===== config.mk =====
export PLATFORM = sky130hd
export DESIGN_NAME = frame_aligner
export DESIGN_NICKNAME = d
export VERILOG_FILES = /design/src/rtl/frame_aligner.sv
export SDC_FILE = /design/constraint.sdc
export NUM_CORES = 1
export LEC_CHECK = 0
export BUFFER_PORTS_ARGS = -buffer_cell sky130_fd_sc_hd__buf_2
export CAP_MARGIN = 10
export CORE_MARGIN = 2
export CORE_UTILIZATION = 45
export DETAILED_ROUTE_END_ITERATION = 16
export GPL_ROUTABILITY_DRIVEN = 0
export PLACE_DENSITY = 0.66
export SLEW_MARGIN = 30
export SYNTH_ARGS = -nofsm -noshare
export SYNTH_HDL_FRONTEND = slang
export SYNTH_SLANG_ARGS = --single-unit

===== constraint.sdc =====
create_clock -name clk -period 10.3 [get_ports clk]
set_input_delay 1.545 -clock clk [delete_from_list [all_inputs] [get_ports clk]]
set_output_delay 1.545 -clock clk [all_outputs]
set_load 0.01 [all_outputs]

===== src/rtl/frame_aligner.sv =====
// frame_aligner: finds a 40-bit frame boundary in a variable-rate bit stream via header search
// and bitslip, then emits aligned frames while locked and counts header and sampler errors.
module frame_aligner #(
   parameter logic [15:0] HDR_PATTERN = 16'h3C5C,
   parameter int          LOCK_CNT    = 4,
   parameter int          UNLOCK_CNT  = 3
) (
   input  logic        clk,
   input  logic        reset,
   input  logic [1:0]  rate,
   input  logic [31:0] din,
   input  logic        din_err,
   input  logic        clr_cnt,
   output logic [39:0] frame,
   output logic        frame_valid,
   output logic        locked,
   output logic [15:0] hdr_err_cnt,
   output logic [15:0] din_err_cnt
);
   localparam logic [7:0] LOCK_N   = 8'(LOCK_CNT);
   localparam logic [7:0] UNLOCK_N = 8'(UNLOCK_CNT);
   typedef enum logic [1:0] {SEARCH, VERIFY, LOCKED} state_t;
   state_t      state, state_nx;
   logic [71:0] acc, acc_nx, comb_buf, shifted;
   logic [6:0]  fill, fill_nx, n, avail, cons;
   logic        slip, slip_nx;
   logic [1:0]  prev_rate;
   logic [7:0]  good_cnt, good_nx, miss_cnt, miss_nx;
   logic [31:0] din_m;
   logic [39:0] cand;
   logic        cand_ok, match, rate_chg, bitslip, emit, hdr_inc;
   // acc holds bits oldest-first from bit 0; slip is a one-bit discard owed from the last cycle
   always_comb begin
      n        = rate == 2'b00 ? 7'd8 : rate == 2'b01 ? 7'd16 : 7'd32;
      din_m    = rate == 2'b00 ? {24'b0, din[7:0]} : rate == 2'b01 ? {16'b0, din[15:0]} : din;
      comb_buf = acc | ({40'b0, din_m} << fill);
      shifted  = comb_buf >> slip;
      avail    = fill + n - {6'b0, slip};
      cand_ok  = avail >= 7'd40;
      cand     = {<<{shifted[39:0]}};
      match    = cand[39:24] == HDR_PATTERN;
      rate_chg = rate != prev_rate;
      bitslip  = cand_ok && !match && state != LOCKED;
      cons     = !cand_ok ? 7'd0 : bitslip ? 7'd41 : 7'd40;
      fill_nx  = (rate_chg || cons > avail) ? 7'd0 : avail - cons;
      slip_nx  = !rate_chg && cons > avail;
      acc_nx   = rate_chg ? 72'b0 : shifted >> cons;
   end
   always_ff @(posedge clk or negedge reset)
      if (!reset) begin
         state    <= SEARCH;
         good_cnt <= '0;
         miss_cnt <= '0;
      end else begin
         state    <= state_nx;
         good_cnt <= good_nx;
         miss_cnt <= miss_nx;
      end
   always_comb begin
      state_nx = state;
      good_nx  = good_cnt;
      miss_nx  = miss_cnt;
      if (rate_chg) begin
         state_nx = SEARCH;
         good_nx  = '0;
         miss_nx  = '0;
      end else if (cand_ok) begin
         case (state)
            SEARCH: if (match) begin
               state_nx = VERIFY;
               good_nx  = 8'd1;
            end
            VERIFY: if (match) begin
               good_nx  = good_cnt + 8'd1;
               state_nx = good_nx == LOCK_N ? LOCKED : VERIFY;
            end else begin
               state_nx = SEARCH;
               good_nx  = '0;
            end
            LOCKED: if (match) miss_nx = '0;
            else begin
               miss_nx = miss_cnt + 8'd1;
               if (miss_nx == UNLOCK_N) begin
                  state_nx = SEARCH;
                  miss_nx  = '0;
                  good_nx  = '0;
               end
            end
            default: state_nx = SEARCH;
         endcase
      end
   end
   always_comb begin
      locked  = state == LOCKED;
      emit    = cand_ok && !rate_chg && state == LOCKED;
      hdr_inc = emit && !match;
   end
   always_ff @(posedge clk or negedge reset)
      if (!reset) begin
         acc         <= '0;
         fill        <= '0;
         slip        <= 1'b0;
         prev_rate   <= 2'b10;
         frame       <= '0;
         frame_valid <= 1'b0;
         hdr_err_cnt <= '0;
         din_err_cnt <= '0;
      end else begin
         acc         <= acc_nx;
         fill        <= fill_nx;
         slip        <= slip_nx;
         prev_rate   <= rate;
         frame       <= emit ? cand : frame;
         frame_valid <= emit;
         hdr_err_cnt <= clr_cnt ? 16'd0 : (hdr_inc && hdr_err_cnt != 16'hFFFF) ? hdr_err_cnt + 16'd1 : hdr_err_cnt;
         din_err_cnt <= clr_cnt ? 16'd0 : (din_err && din_err_cnt != 16'hFFFF) ? din_err_cnt + 16'd1 : din_err_cnt;
      end
endmodule


==> Word-level counts from Yosys, hierarchy flattened <==
Cells that the tools add are included.
{ "op_classes": {"n_shift": 3, "addsub": 7, "div_mod_pow": 0, "n_eq_ne": 13, "order_cmp": 2, "n_bitwise": 1, "mul": 0, "muxes": 32, "reduce_logical": 21} }
{ "op_table": {"columns": ["cell", "count"], "rows": [
  ["8-bit two-way mux", 11],
  ["72-bit two-way mux", 1],
  ["72-bit bitwise OR", 1],
  ["32-bit by 7-bit left shift with 72-bit output", 1],
  ["72-bit by 1-bit right shift with 72-bit output", 1],
  ["72-bit by 6-bit right shift with 72-bit output", 1],
  ["16-bit two-way mux", 4],
  ["32-bit two-way mux", 2],
  ["16-bit by 1-bit adder with 16-bit output, second input constant", 2],
  ["16-bit inequality test, second input constant", 2],
  ["8-bit one-hot mux with 3 select lines", 1],
  ["6-bit two-way mux", 3],
  ["8-bit by 1-bit adder with 8-bit output, second input constant", 2],
  ["16-bit by 14-bit == test with 1-bit output, second input constant", 1],
  ["2-bit two-way mux", 7],
  ["8-bit by 2-bit == test with 1-bit output, second input constant", 1],
  ["8-bit by 3-bit == test with 1-bit output, second input constant", 1],
  ["1-bit logical AND", 8],
  ["2-bit nonzero test", 4],
  ["7-bit by 6-bit adder with 7-bit output", 1],
  ["7-bit by 6-bit >= comparator with 1-bit output, second input constant", 1],
  ["6-bit by 7-bit > comparator with 1-bit output", 1],
  ["7-bit two-way mux", 1],
  ["7-bit by 1-bit subtractor with 7-bit output", 1],
  ["17 further kinds", 20]
]} }
{ "word_totals": {"word_cells": 90, "latchBits": 0, "ff_bits": 173, "ram_bits": 0, "romBits": 0, "in_bits": 38, "n_memories": 0, "output_inout_bits": 74} }

==> Longest topological paths before layout <==
{ "depth": {"ltp_word": 15, "ltp_mapped": 29, "ltp_nobuf": 22} }

==> Least setup slack after synthesis <==
No wires, ideal clock.
{ "synth_timing": {"path_kind": "input -> register", "startpoint": "input rate[0]", "endpoint": "register fill[3]", "cell_stages": 22, "path_buffers": 3, "required_ps": 10176, "setup_ps": 124, "arrival_time_ps": 5246, "setup_slack_ps": 4930, "path_cell_list": "buf_2 -> nor2_1 -> inv_1 -> ha_1 -> inv_1 -> ha_1 -> a21o_1 -> a21oi_1 -> o21ai_0 -> o22ai_2 -> nand2_1 -> a21o_1 -> buf_4 -> inv_1 -> clkbuf_1 -> ha_1 -> nand3_1 -> a211o_1 -> a21oi_1 -> nand2_1 -> nand2_1 -> nor2_1"} }
{ "synth_between": {"elab_chain_len": 15, "word_cells_on_any_way": 23, "classes_between": "add/sub (3); order compare (2); eq/ne (3); shift (2); mux (7); bitwise (1); reduce/logical (5)"} }
{ "synth_rtl": {"columns": ["item", "line_no", "source"], "rows": [
  ["start: declaration", "10", "input logic [1:0] rate,"],
  ["parallel branches: the longest is 14 deep, another holds 7-bit by 6-bit adder with 7-bit output", null, null],
  ["7-bit two-way mux (*)", "45", "fill_nx = (rate_chg || cons > avail) ? 7'd0 : avail - cons;"],
  ["via fill_nx[3]", "25", "logic [6:0] fill, fill_nx, n, avail, cons;"],
  ["end signal: assignment", "110", "fill <= fill_nx;"],
  ["end: declaration", "25", null]
]} }
Mark *: on every way through the listed nets, which the timed path passes.
A chain may end at the register's enable or synchronous reset.

==> Final worst setup path <==
{ "layout_timing": {"startpoint": "input rate[1]", "endpoint": "register fill[5]"} }
The elaborated chain is that of the path after synthesis.

==> reports/qor_table.md <==
| Group | Item | This run |
|---|---|---|
| sta | Setup TNS Final | 0 ns |
| clock tree | CTS Sinks | 173 |
| route | Number of vias after detailed routing | 11681 |
| sta | Min cycle time layout | 6.03 ns |
| setup path | Element type at the critical path start | input port |
| grt | Maximum number of pins on one net before global-route repair | 98 |
| setup path | Worst EP arrival | 6.34 ns |
| sta | Period Utilization, post-route | 58.5% |
| route | DR pass1 iterations | 5 |
| run status | Status | finished, final reports clean |
| floorplan | Starting Density | 45.7% |
| route | Routed len/inst | 21.4 um |
| setup path | CP Class | in -> reg |
| floorplan | Total die area | 28600 um^2 |
| clock tree | CTS hold repair buffers | 0 |
| final layout | Most frequent standard cell in the layout excluding fill and tap cells | nand2_1 |
| sta | Worst-case headroom to the max-slew limit | 29.9% |
| clock tree | Clock-pin slew reported for the worst setup and hold paths after clock tree synthesis | 0.07 ns |
| power and ir drop | Static Leak | 0.00620 uW |
| synth | Post-synthesis cell area | 12300 um^2 |
| hold path | Class of the most critical hold timing path | reg -> reg |
| synth | Average instance area after synthesis | 8.48 um^2 |
| synth | Post-synth EDFFs | 0 |
| floorplan | Overall die height | 169 um |
| clock tree | CTS-repair resized insts | 0 |
| grt | Overall routing resource usage | 27.7% |
| sta | Final setup violation count | 0 |
| final layout | Highest-count cells in the layout ignoring fill and taps | 186 x nand2_1, 169 x dfrtp_1, 153 x nor2_1 |
| power and ir drop | Power density normalized to cell area | 270 nW/um^2 |
| clock tree | Clock tree from TritonCTS | built |
| grt | Global-route wire length before repair | 62.4 mm |
| sta | Unrepaired setup endpoints after global routing | false |
| floorplan | Std-Cell Rows | 60 |
| final layout | Post-layout utilization of the core | 50.7% |
| setup path | Required time at the endpoint of the critical path | 10.62 ns |
| power and ir drop | Worst IR Drop VDD | 0.194 mV |
| clock tree | Insertion delay to the later sink of the worst-skew pair | 0.44 ns |
| synth | Net count after synthesis | 1507 |
| power and ir drop | Final Power | 3680 uW |
| final layout | Area overhead of the layout relative to synthesis | 11.0% |
| placed design | Quantity of I/O buffers inserted on ports | 111 |
| placed design | Placed cell area | 13000 um^2 |
| sta | Achievable clock frequency | 166 MHz |
| final layout | Final-stage net count | 1553 |
| sta | WHS | 0.474 ns |
| floorplan | Number of primary I/O pins | 112 |
| final layout | Count of inserted antenna diode cells | 0 |
| setup path | Element type at the critical path end | flip-flop |
| route | Number of nets with antenna violations after detailed routing | 0 |
| synth | Flops & latches, synth | 173 |
| synth | Async S/R FF share, synth | 100% |
| clock tree | Clock tree root buffer cell | clkbuf_16 |
| clock tree | Total clock buffers created by CTS | 17 |
| synth | Warning count from the yosys run | 0 |
| clock tree | Number of buffers on the longest clock path | 2 |
| final layout | Fraction of layout cells with a size suffix above 1 | 16.4% |
| sta | Actual transition at the worst max-transition pin | 1.05 ns |
| synth | Leading register cell type out of synthesis | dfrtp_1 |
| route | DRC violation total after the first TritonRoute iteration | 1132 |
| clock tree | CTS H-tree depth | 4 |
| route | Post-route DRC violation count | 0 |
| clock tree | Number of setup buffers added after CTS | 0 |
| flow run | Maxcap violations | 0 |
| route | DRT Wirelength | 39.6 mm |
| route | Post-DR vias/cell | 6.32 |
| grt | Global route overflow | 0 |
| sta | Final Hold Violating Endpoints | 0 |
| placed design | Final HPWL from detailed placement | 28.4 mm |
| synth | Share of synthesized area occupied by flip-flops and latches | 35.3% |
| sta | Fin. max-slew vios | 0 |
| setup path | Maximum fanout along the worst path | 44 |
| synth | Mapped Cells | 1447 |
| floorplan | Die width | 169 um |
| final layout | Post-route design area | 13600 um^2 |
| sta | Clock skew after layout | 0.0228 ns |
| floorplan | Core area | 26900 um^2 |
| synth | Count of unique library cells instantiated by Yosys | 82 |
| grt | Number of global-route vias before repair | 11040 |
| grt | Number of antenna violations at the first check in global routing | 0 |
-- worst paths after layout --
path	end	startpoint	depth (start not counted)	slack, ns
max reg2reg	fill[5]	fill[3]	22	4.59
min reg2reg	frame[28]	frame[28]	2	0.47
min in group asynchronous	prev_rate[0]	reset	1	1.20
max in group asynchronous	frame[39]	reset	3	7.81
min	frame[28]	frame[28]	2	0.47
max	fill[5]	rate[1]	23	4.27
-- metrics by stage --
stage / std cells / setup WS (ns)
floorplan: 1447 / 4.93
global placement: 1814 / 4.09
detailed placement: 1815 / 3.91
CTS: 1847 / 4.36
global route: 1847 / 3.87
finish: 1847 / 4.27
-- kinds of logic after synthesis --
kind of cell	share of synthesized area, %
xor gates and xnor gates	2.50
muxes	11.9
and+or+nand+nor	20.8
buffers and inverters	4.79
AOI/OAI and AO/OA	22.4
DFF	35.3
adders and majority gates	2.30
-- layer usage --
layer  wire length, um  share of wire (%)  up-vias  global-route usage, %
li1                  -                  -     5362                      -
met1             16100                 41     5622                   36.8
met2             18300                 46      588                   43.8
met3              3410                8.6      109                   5.74
met4              1780                4.5        0                   12.7
met5                 0                  0        -                      0
-- worst max-delay path, stage by stage --
cell     delay [ns]
buf_2          0.29
nor2_1         0.33
inv_1          0.20
ha_1           0.31
inv_1          0.04
ha_1           0.31
a21o_1         0.21
xor2_1         0.33
nor2_1         0.10
o22ai_2        0.10
buf_4          0.41
nand2_1        0.11
a21o_1         0.16
buf_4          0.27
inv_1          0.10
buf_4          0.28
ha_1           0.23
nand3_1        0.13
a211o_1        0.34
a21oi_1        0.16
nand2_1        0.09
nand2_1        0.21
nor2_1         0.08
-- sequential cells by signal, summed over array words and instances (netlist names) --
name         count
prev_rate        2
state            2
frame_valid      1
fill             7
miss_cnt         8
acc             72
slip             1
frame           40
hdr_err_cnt     16
din_err_cnt     16
good_cnt         8
-- report_power, final --
part / switching (uW) / leakage, uW / total [uW] / internal [uW]
combinational: 1500 / 0.00351 / 2240 / 746
clock: 326 / 0.000292 / 653 / 327
sequential: 36.1 / 0.00239 / 781 / 745
total: 1860 / 0.00620 / 3680 / 1820
-- Yosys cell counts, types with 14 or more instances --
cell type | count | area (um^2)
a21o_1 | 18 | 135
dfrtp_1 | 172 | 4300
a211oi_1 | 19 | 143
clkbuf_1 | 75 | 282
nor3_1 | 30 | 150
ha_1 | 21 | 263
a221o_1 | 15 | 150
o22ai_1 | 17 | 106
nand3_1 | 35 | 175
mux2_2 | 31 | 349
nand2_1 | 186 | 698
o21ai_0 | 105 | 526
buf_2 | 14 | 70.1
xnor2_1 | 14 | 123
a221oi_1 | 18 | 158
and2_1 | 38 | 238
inv_1 | 33 | 124
nand2b_1 | 17 | 106
xor2_1 | 21 | 184
nor2_1 | 154 | 578
a31oi_1 | 20 | 125
and3_1 | 22 | 138
mux4_2 | 18 | 405
mux2i_1 | 65 | 651
a21oi_1 | 88 | 440
or3_1 | 15 | 93.8
-- final cells by class --
type / count / area (um^2)
clock inverters: 15 / 168
well taps: 341 / 427
flip-flops and latches: 173 / 4330
clock buffers: 17 / 425
inverters: 37 / 139
repair buffers: 131 / 727
fillers: 2564 / 13200
multi-input cells: 1133 / 7410
Power figures use the tool's default switching activity.
